===== config.mk =====
export PLATFORM = sky130hd
export DESIGN_NAME = knn_engine
export DESIGN_NICKNAME = d
export VERILOG_FILES = /design/src/rtl/knn_engine.sv
export SDC_FILE = /design/constraint.sdc
export NUM_CORES = 2
export LEC_CHECK = 0
export CAP_MARGIN = 10
export CELL_PAD_IN_SITES_DETAIL_PLACEMENT = 1
export CELL_PAD_IN_SITES_GLOBAL_PLACEMENT = 2
export CORE_UTILIZATION = 37
export CTS_CLUSTER_DIAMETER = 30
export CTS_CLUSTER_SIZE = 28
export DETAILED_ROUTE_END_ITERATION = 10
export HOLD_SLACK_MARGIN = 0.02
export PLACE_DENSITY = 0.79
export SYNTH_ARGS = -nofsm -noshare
export SYNTH_HDL_FRONTEND = slang
export SYNTH_SLANG_ARGS = --single-unit

===== constraint.sdc =====
create_clock -name clk -period 7.49 [get_ports clk]
set_input_delay 1.1235 -clock clk [delete_from_list [all_inputs] [get_ports clk]]
set_output_delay 1.1235 -clock clk [all_outputs]
set_load 0.02 [all_outputs]

===== src/rtl/knn_engine.sv =====
// knn_engine: streaming k-nearest-neighbour search. Squared distances from a captured test point
// feed an ascending K-entry list that is replayed on a valid/ready result stream.
module knn_engine #(
    parameter int DATA_W = 16,
    parameter int N_DIM  = 2,
    parameter int K      = 4,
    parameter int ID_W   = 8,
    localparam int DIST_W = 2*DATA_W + 2 + $clog2(N_DIM)
) (
    input  logic                    clk,
    input  logic                    rst,
    input  logic                    start,
    input  logic [N_DIM*DATA_W-1:0] test_pt,
    input  logic                    in_valid,
    output logic                    in_ready,
    input  logic [N_DIM*DATA_W-1:0] in_data,
    input  logic [ID_W-1:0]         in_id,
    input  logic                    in_last,
    output logic                    out_valid,
    input  logic                    out_ready,
    output logic [ID_W-1:0]         out_id,
    output logic [DIST_W-1:0]       out_dist,
    output logic                    out_last,
    output logic                    busy,
    output logic                    done
);

    localparam int CNT_W = $clog2(K + 1);
    localparam int SQ_W  = 2*DATA_W + 2;

    typedef enum logic [1:0] {IDLE, STREAM, DRAIN, OUTPUT} state_t;

    state_t                    state, state_nxt;
    logic [N_DIM*DATA_W-1:0]   test_q;

    logic                      s1_valid;
    logic signed [DATA_W:0]    s1_diff  [N_DIM];
    logic signed [DATA_W:0]    diff_nxt [N_DIM];
    logic [ID_W-1:0]           s1_id;

    logic                      s2_valid;
    logic [DIST_W-1:0]         s2_dist;
    logic [ID_W-1:0]           s2_id;
    logic signed [SQ_W-1:0]    sq [N_DIM];
    logic [DIST_W-1:0]         sq_sum;

    logic [DIST_W-1:0]         list_dist [K];
    logic [ID_W-1:0]           list_id   [K];
    logic [DIST_W-1:0]         nxt_dist  [K];
    logic [ID_W-1:0]           nxt_id    [K];
    logic [CNT_W-1:0]          count;
    logic [CNT_W-1:0]          idx;
    logic [CNT_W-1:0]          ins_pos;

    logic                      accept;
    logic                      start_ok;
    logic                      insert;
    logic                      out_fire;
    logic                      done_q;

    assign in_ready  = (state == STREAM);
    assign busy      = (state != IDLE);
    assign out_valid = (state == OUTPUT);
    assign out_last  = out_valid && (idx == count - CNT_W'(1));
    assign accept    = in_valid && in_ready;
    assign start_ok  = start && (state == IDLE);
    assign out_fire  = out_valid && out_ready;
    assign insert    = s2_valid && (ins_pos < CNT_W'(K));
    assign done      = done_q;

    always_ff @(posedge clk or negedge rst) begin
        if (!rst) state <= IDLE;
        else      state <= state_nxt;
    end

    // DRAIN exits once stage 1 is empty: the final point is in stage 2 and lands in the list on that edge.
    always_comb begin
        state_nxt = state;
        case (state)
            IDLE:    if (start) state_nxt = STREAM;
            STREAM:  if (accept && in_last) state_nxt = DRAIN;
            DRAIN:   if (!s1_valid) state_nxt = OUTPUT;
            OUTPUT:  if (out_fire && out_last) state_nxt = IDLE;
            default: state_nxt = IDLE;
        endcase
    end

    always_comb begin
        for (int d = 0; d < N_DIM; d++) begin
            diff_nxt[d] = {in_data[d*DATA_W + DATA_W - 1], in_data[d*DATA_W +: DATA_W]}
                        - {test_q[d*DATA_W + DATA_W - 1], test_q[d*DATA_W +: DATA_W]};
        end
    end

    always_comb begin
        sq_sum = '0;
        for (int d = 0; d < N_DIM; d++) begin
            sq[d]  = SQ_W'(s1_diff[d]) * SQ_W'(s1_diff[d]);
            sq_sum = sq_sum + DIST_W'($unsigned(sq[d]));
        end
    end

    always_ff @(posedge clk or negedge rst) begin
        if (!rst) begin
            test_q   <= '0;
            s1_valid <= 1'b0;
            s1_id    <= '0;
            s2_valid <= 1'b0;
            s2_dist  <= '0;
            s2_id    <= '0;
            for (int d = 0; d < N_DIM; d++) s1_diff[d] <= '0;
        end else begin
            if (start_ok) test_q <= test_pt;
            s1_valid <= accept;
            s1_id    <= in_id;
            s1_diff  <= diff_nxt;
            s2_valid <= s1_valid;
            s2_dist  <= sq_sum;
            s2_id    <= s1_id;
        end
    end

    // Insertion slot sits after every stored entry whose dist is <= the new one, so ties keep arrival order.
    always_comb begin
        ins_pos = '0;
        for (int i = 0; i < K; i++) begin
            if ((CNT_W'(i) < count) && (list_dist[i] <= s2_dist)) ins_pos = ins_pos + CNT_W'(1);
        end
    end

    always_comb begin
        nxt_dist[0] = (ins_pos == '0) ? s2_dist : list_dist[0];
        nxt_id[0]   = (ins_pos == '0) ? s2_id   : list_id[0];
        for (int i = 1; i < K; i++) begin
            if (CNT_W'(i) < ins_pos) begin
                nxt_dist[i] = list_dist[i];
                nxt_id[i]   = list_id[i];
            end else if (CNT_W'(i) == ins_pos) begin
                nxt_dist[i] = s2_dist;
                nxt_id[i]   = s2_id;
            end else begin
                nxt_dist[i] = list_dist[i-1];
                nxt_id[i]   = list_id[i-1];
            end
        end
    end

    always_ff @(posedge clk or negedge rst) begin
        if (!rst) begin
            count <= '0;
            for (int i = 0; i < K; i++) begin
                list_dist[i] <= '0;
                list_id[i]   <= '0;
            end
        end else if (start_ok) begin
            count <= '0;
            for (int i = 0; i < K; i++) begin
                list_dist[i] <= '0;
                list_id[i]   <= '0;
            end
        end else if (insert) begin
            list_dist <= nxt_dist;
            list_id   <= nxt_id;
            if (count < CNT_W'(K)) count <= count + CNT_W'(1);
        end
    end

    always_ff @(posedge clk or negedge rst) begin
        if (!rst) begin
            idx    <= '0;
            done_q <= 1'b0;
        end else begin
            done_q <= out_fire && out_last;
            if (start_ok)                 idx <= '0;
            else if (out_fire && out_last) idx <= '0;
            else if (out_fire)            idx <= idx + CNT_W'(1);
        end
    end

    always_comb begin
        out_id   = '0;
        out_dist = '0;
        if (state == OUTPUT) begin
            for (int i = 0; i < K; i++) begin
                if (CNT_W'(i) == idx) begin
                    out_id   = list_id[i];
                    out_dist = list_dist[i];
                end
            end
        end
    end

endmodule

# Yosys cells after proc, flatten, opt, wreduce, memory -nomap -nowiden
# Index checks and enable logic that the tools add are counted.
[totals] register_bits=300 inputBits=78 output_inout_bits=48 elab_cells=129
[classes] n_addsub=9 multipliers=2 magnitude_cmp=13 eq_ne=17 n_mux=43 n_reduce_logical=25
[ops] operator="$mux 35" n=12
[ops] operator="$mux 140" n=2
[ops] operator="$le 35x35->1" n=4
[ops] operator="$mux 8" n=12
[ops] operator="$mul 17x17->34" n=2
[ops] operator="$mux 32" n=2
[ops] operator="$add 34x34->35" n=1
[ops] operator="$sub 16x16->17" n=2
[ops] operator="$mux 3" n=9
[ops] operator="$add 3x1->3 const B" n=5
[ops] operator="$eq 2x3->1 const A" n=4
[ops] operator="$lt 2x3->1 const A" n=4
[ops] operator="$logic_and 1x1->1" n=11
[ops] operator="$ne 2x2->1 const B" n=5
[ops] operator="$reduce_and 2->1" n=5
[ops] operator="$lt 1x3->1 const A" n=3
[ops] operator="$mux 2" n=4
[ops] operator="$pmux 2 s4" n=1
[ops] operator="$reduce_bool 2->1" n=4
[ops] operator="$eq 1x3->1 const A" n=2
[ops] operator="$logic_not 3->1" n=2
[ops] operator="$lt 3x3->1 const B" n=2
[ops] operator="$eq 2x2->1 const B" n=2
[ops] operator="$ne 2x1->1 const B" n=2
[ops] operator="other kinds (7)" n=7

# Logic depth before layout (Yosys ltp)
[depth] ltp_word=14 depth_mapped=35 ltp_nobuf=34

# Worst setup path before layout
# Ideal clock, no wire load.
[synth_path] kind="reg2reg" startpoint="register s1_diff[19] (netlist bit)" endpoint="register s2_dist[34]" setup_time_ps=142 arrival_time_ps=7460 t_required_ps=7348 setup_slack_ps=-112 path_stages_with_launch=34 n_path_buf=2 synth_period_minus_slack_ps=7602 cell_sequence="dfrtp_1 -> clkbuf_1 -> clkbuf_1 -> nand2_1 -> fa_1 -> inv_1 -> fa_1 -> inv_1 -> fa_1 -> inv_1 -> fa_1 -> fa_1 -> inv_1 -> fa_1 -> inv_1 -> ha_1 -> a21o_1 -> nand2_1 -> o21ai_0 -> o41a_1 -> a221o_1 -> nand3_1 -> nand2_1 -> a211oi_1 -> nor2_1 -> ha_1 -> nand3_1 -> nor2_1 -> and2_1 -> and4_1 -> o31ai_1 -> o21ai_0 -> o41ai_1 -> o21ai_0"
[synth_via] elab_chain_len=2
[synth_rtl] item="start: declaration" line="37" source="logic signed [DATA_W:0] s1_diff [N_DIM];"
[synth_rtl] item="start signal: assignment" line="116" source="s1_diff <= diff_nxt;"
[synth_rtl] item="$mul 17x17->34" line="98" source="sq[d] = SQ_W'(s1_diff[d]) * SQ_W'(s1_diff[d]);"
[synth_rtl] item="$add 34x34->35" line="99" source="sq_sum = sq_sum + DIST_W'($unsigned(sq[d]));"
[synth_rtl] item="named net sq_sum[34]" line="45" source="logic [DIST_W-1:0] sq_sum;"
[synth_rtl] item="end signal: assignment" line="118" source="s2_dist <= sq_sum;"
[synth_rtl] item="end: declaration" line="42" source="logic [DIST_W-1:0] s2_dist;"
# The timed path passes the listed nets, and every way through them passes these cells.
# A chain may end at the register's enable or synchronous reset.

# Final worst setup path
[layout_path] startpoint="register s1_diff[21] (netlist bit)" endpoint="register s2_dist[33]"
# The elaborated chain is that of the path after synthesis.

==> results.yml <==
clocking:
  cts_tree: "done"
  cts_buffer_depth: 3
  clock_sinks: 300
  htree_levels: 3
  worst_setup_hold_path_clk_slew_ns: 0.05
  numCtsBuffers: 90
  clk_latency_ns: 0.66
  cts_root_buf: "clkbuf_16"
floorplan:
  dieArea_mm2: 0.1078
  die_w_um: 328.3
  core_area_mm2: 0.1054
  die_y_um: 328.3
  initial_core_util_pct: 37.36
  rows: 119
  top_level_ports: 126
setup_path:
  crit_top_cell: "fa_1"
  path_class: "reg -> reg"
  path_max_fanout: 5
  r2r_cells: 30
  critPathLaunch: "s1_diff[21]$_DFF_PN0_"
  arrival_ns: 7.89
  end_kind: "register"
  slowest_delay_ns: 0.55
  cp.required_ns: 7.99
  slowest_stage: "fa_1"
  worst_setup_path_start_kind: "register"
  regToRegSetupSlack_ns: 0.09
  reg2reg_to: "s2_dist[33]$_DFF_PN0_"
  r2r-start: "s1_diff[21]$_DFF_PN0_"
global_routing:
  antenna_found_initial: 1
  gr-usage-met1_pct: 28.28
  overflow: 0
  first_global_vias: 35170
  met2_usage_pct: 41.27
  grt_first_pass_wirelength_mm: 192.8
  met3_usage_pct: 2.671
  busiest_layer: "met2"
  grt_use_total_pct: 22.72
  grt_max_degree: 119
worst_hold_path:
  min_path_cells: 0
  hp-start: "s1_id[1]$_DFF_PN0_"
  min_to: "s2_id[1]$_DFF_PN0_"
  hp-class: "reg -> reg"
sta:
  fmax_mhz: 135.2
  finalSetupViolations: 0
  slew_violations: 0
  fin_ws_ns: 0.09220
  slew-limit-headroom_pct: 27.23
  finalCritPeriodShare_pct: 98.77
  rsz0062_at_grt: "yes"
  skew_ns: 0.04830
  max_slew.worst_pin.slew_ns: 1.088
  hold_viol: 0
  fin_crit_ns: 7.398
finish:
  antenna_cells: 0
  drive_gt1_share_pct: 14.06
  area_growth_pct: 21.45
  layout.nets: 5581
synth:
  synth_most_common_cell: "inv_1"
  yosysTopAreaCell: "fa_1"
  netlist_area_mm2: 0.03939
  synth-edff-count: 0
  ys_seq_area_share_pct: 19.06
  synth-xor-area-share_pct: 3.183
  async_reset_ff_share_pct: 100.0
  netlist_instances: 4214
  synth_area_leaders: "fa_1, dfrtp_1, ha_1"
  avgSynthCellArea_um2: 9.347
  synth_mux_area_share_pct: 2.357
  synthSimpleGateAreaFrac_pct: 10.84
  yosys_warnings: 0
  synth_top_family_by_area: "adder cells"
  synth.distinct_cells: 77
  synthAdderAreaFrac_pct: 40.17
  synth_ff_type: "dfrtp_1"
  synth_commonest_cells: "inv_1, fa_1, ha_1"
  ys_ff_latch: 300
  synth_compound_gate_area_share_pct: 14.09
  synthesis.nets: 5232
  synth_top_cell_area_share_pct: 27.50
placement:
  place_ws_ns: -0.3079
  io_buffers: 125
  gp_congestion: 0.8535
  detailedPlacementHpwl_mm: 95.19
routing:
  dr.pass1.iters: 8
  vias: 30860
  route.detailed.drc: 12
  first_iter_violations: 1172
  viasPerCell: 5.124
  drt_wl_total_mm: 119.5
  ant_nets: 0
  wire_per_inst_um: 19.85
run:
  maxCapViolations: 0
run_status:
  outcome: "finished, violations left"
  violations: "design-rule violations"
[sequential cells by signal, indices dropped and copies added, names as in the netlist]
register	flops
list_dist	140
s2_dist	35
s1_diff	34
list_id	32
test_q	32
s1_id	8
s2_id	8
count	3
idx	3
state	2
done	1
s1_valid	1
s2_valid	1
[kinds of logic after synthesis]
logic type	after synthesis
flops	300
compound gates	833
fa+ha+maj	940
buf+inv	1024
xor+xnor	138
simple gates	887
mux	92
[worst max-delay path by stage]
stage	cells after the start	slack [ns]	endpoint
floorplan	34	0.06	s2_dist[33]$_DFF_PN0_
global placement	31	-0.11	s2_dist[34]$_DFF_PN0_
detailed placement	33	-0.31	s2_dist[34]$_DFF_PN0_
CTS	30	-0.02	s2_dist[32]$_DFF_PN0_
global route	28	-0.20	s2_dist[34]$_DFF_PN0_
finish	30	0.09	s2_dist[33]$_DFF_PN0_
[cell usage in the layout (no fill, tap or decap), types with 28 or more instances in the layout]
cell               n
nand4_1           29
inv_1            860
a22oi_1           43
o2bb2ai_1         45
dfrtp_1          281
buf_4            268
o21a_1            28
ha_1             385
clkbuf_16         91
o21ai_1           47
nor3_1            33
nor2_1           188
clkdlybuf4s50_1  124
mux2i_1           89
o22ai_2           40
nor2b_1           85
a211oi_1          61
o21ai_0          145
and2_1            96
o22ai_1           46
nand3_1           81
a21oi_1          198
fa_1             526
xnor2_1          103
a21o_1            59
nand2_1          267
[critical path: cells and delay by family, from the launching register on]
kind,cells,cell delay (ns)
AO/OA/AOI/OAI,9,1.88
XOR/XNOR,2,0.29
adder cells (fa/ha/maj),8,3.36
buffers and inverters,5,0.39
flip-flops,1,0.41
AND/OR/NAND/NOR,6,0.93
[final cells by class]
class	count	area, um2
inverters	870	3268
well taps	1391	1740
flip-flops and latches	300	7531
clock buffers	115	2527
fillers	11970	57580
repair buffers	411	3532
multi-input cells	2890	28460
clock inverters	45	782.0
[stage by stage]
stage	TNS, ns	utilization (%)	std cells	instance area [um2]	hold slack, ns
floorplan	0	-	4214	39400	0.3312
global placement	-0.2006	41.51	5843	43760	0.3325
detailed placement	-1.671	41.51	5843	43760	0.3362
CTS	-0.03218	44.91	6015	47340	0.3495
global route	-0.8271	45.38	6022	47840	0.3541
finish	0	45.38	6022	47840	0.3455
[timing repair]
action,4_1_cts,5_1_grt
buffers inserted,12,7
hold buffers,0,0
endpoints found under the hold margin,0,0
gates resized for setup,56,114
pin swaps,20,61
endpoints found under the setup margin,8,15
[metal layers]
| layer | wire length (um) | up-vias |
|---|---|---|
| met3 | 3395 | 170 |
| met5 | 15 | - |
| met2 | 61610 | 454 |
| met1 | 51580 | 15860 |
| met4 | 2908 | 2 |
| li1 | - | 14370 |
Power is left out: the tool's default activity adds up to more than one toggle a clock period on the data nets, which glitch-free logic cannot reach.
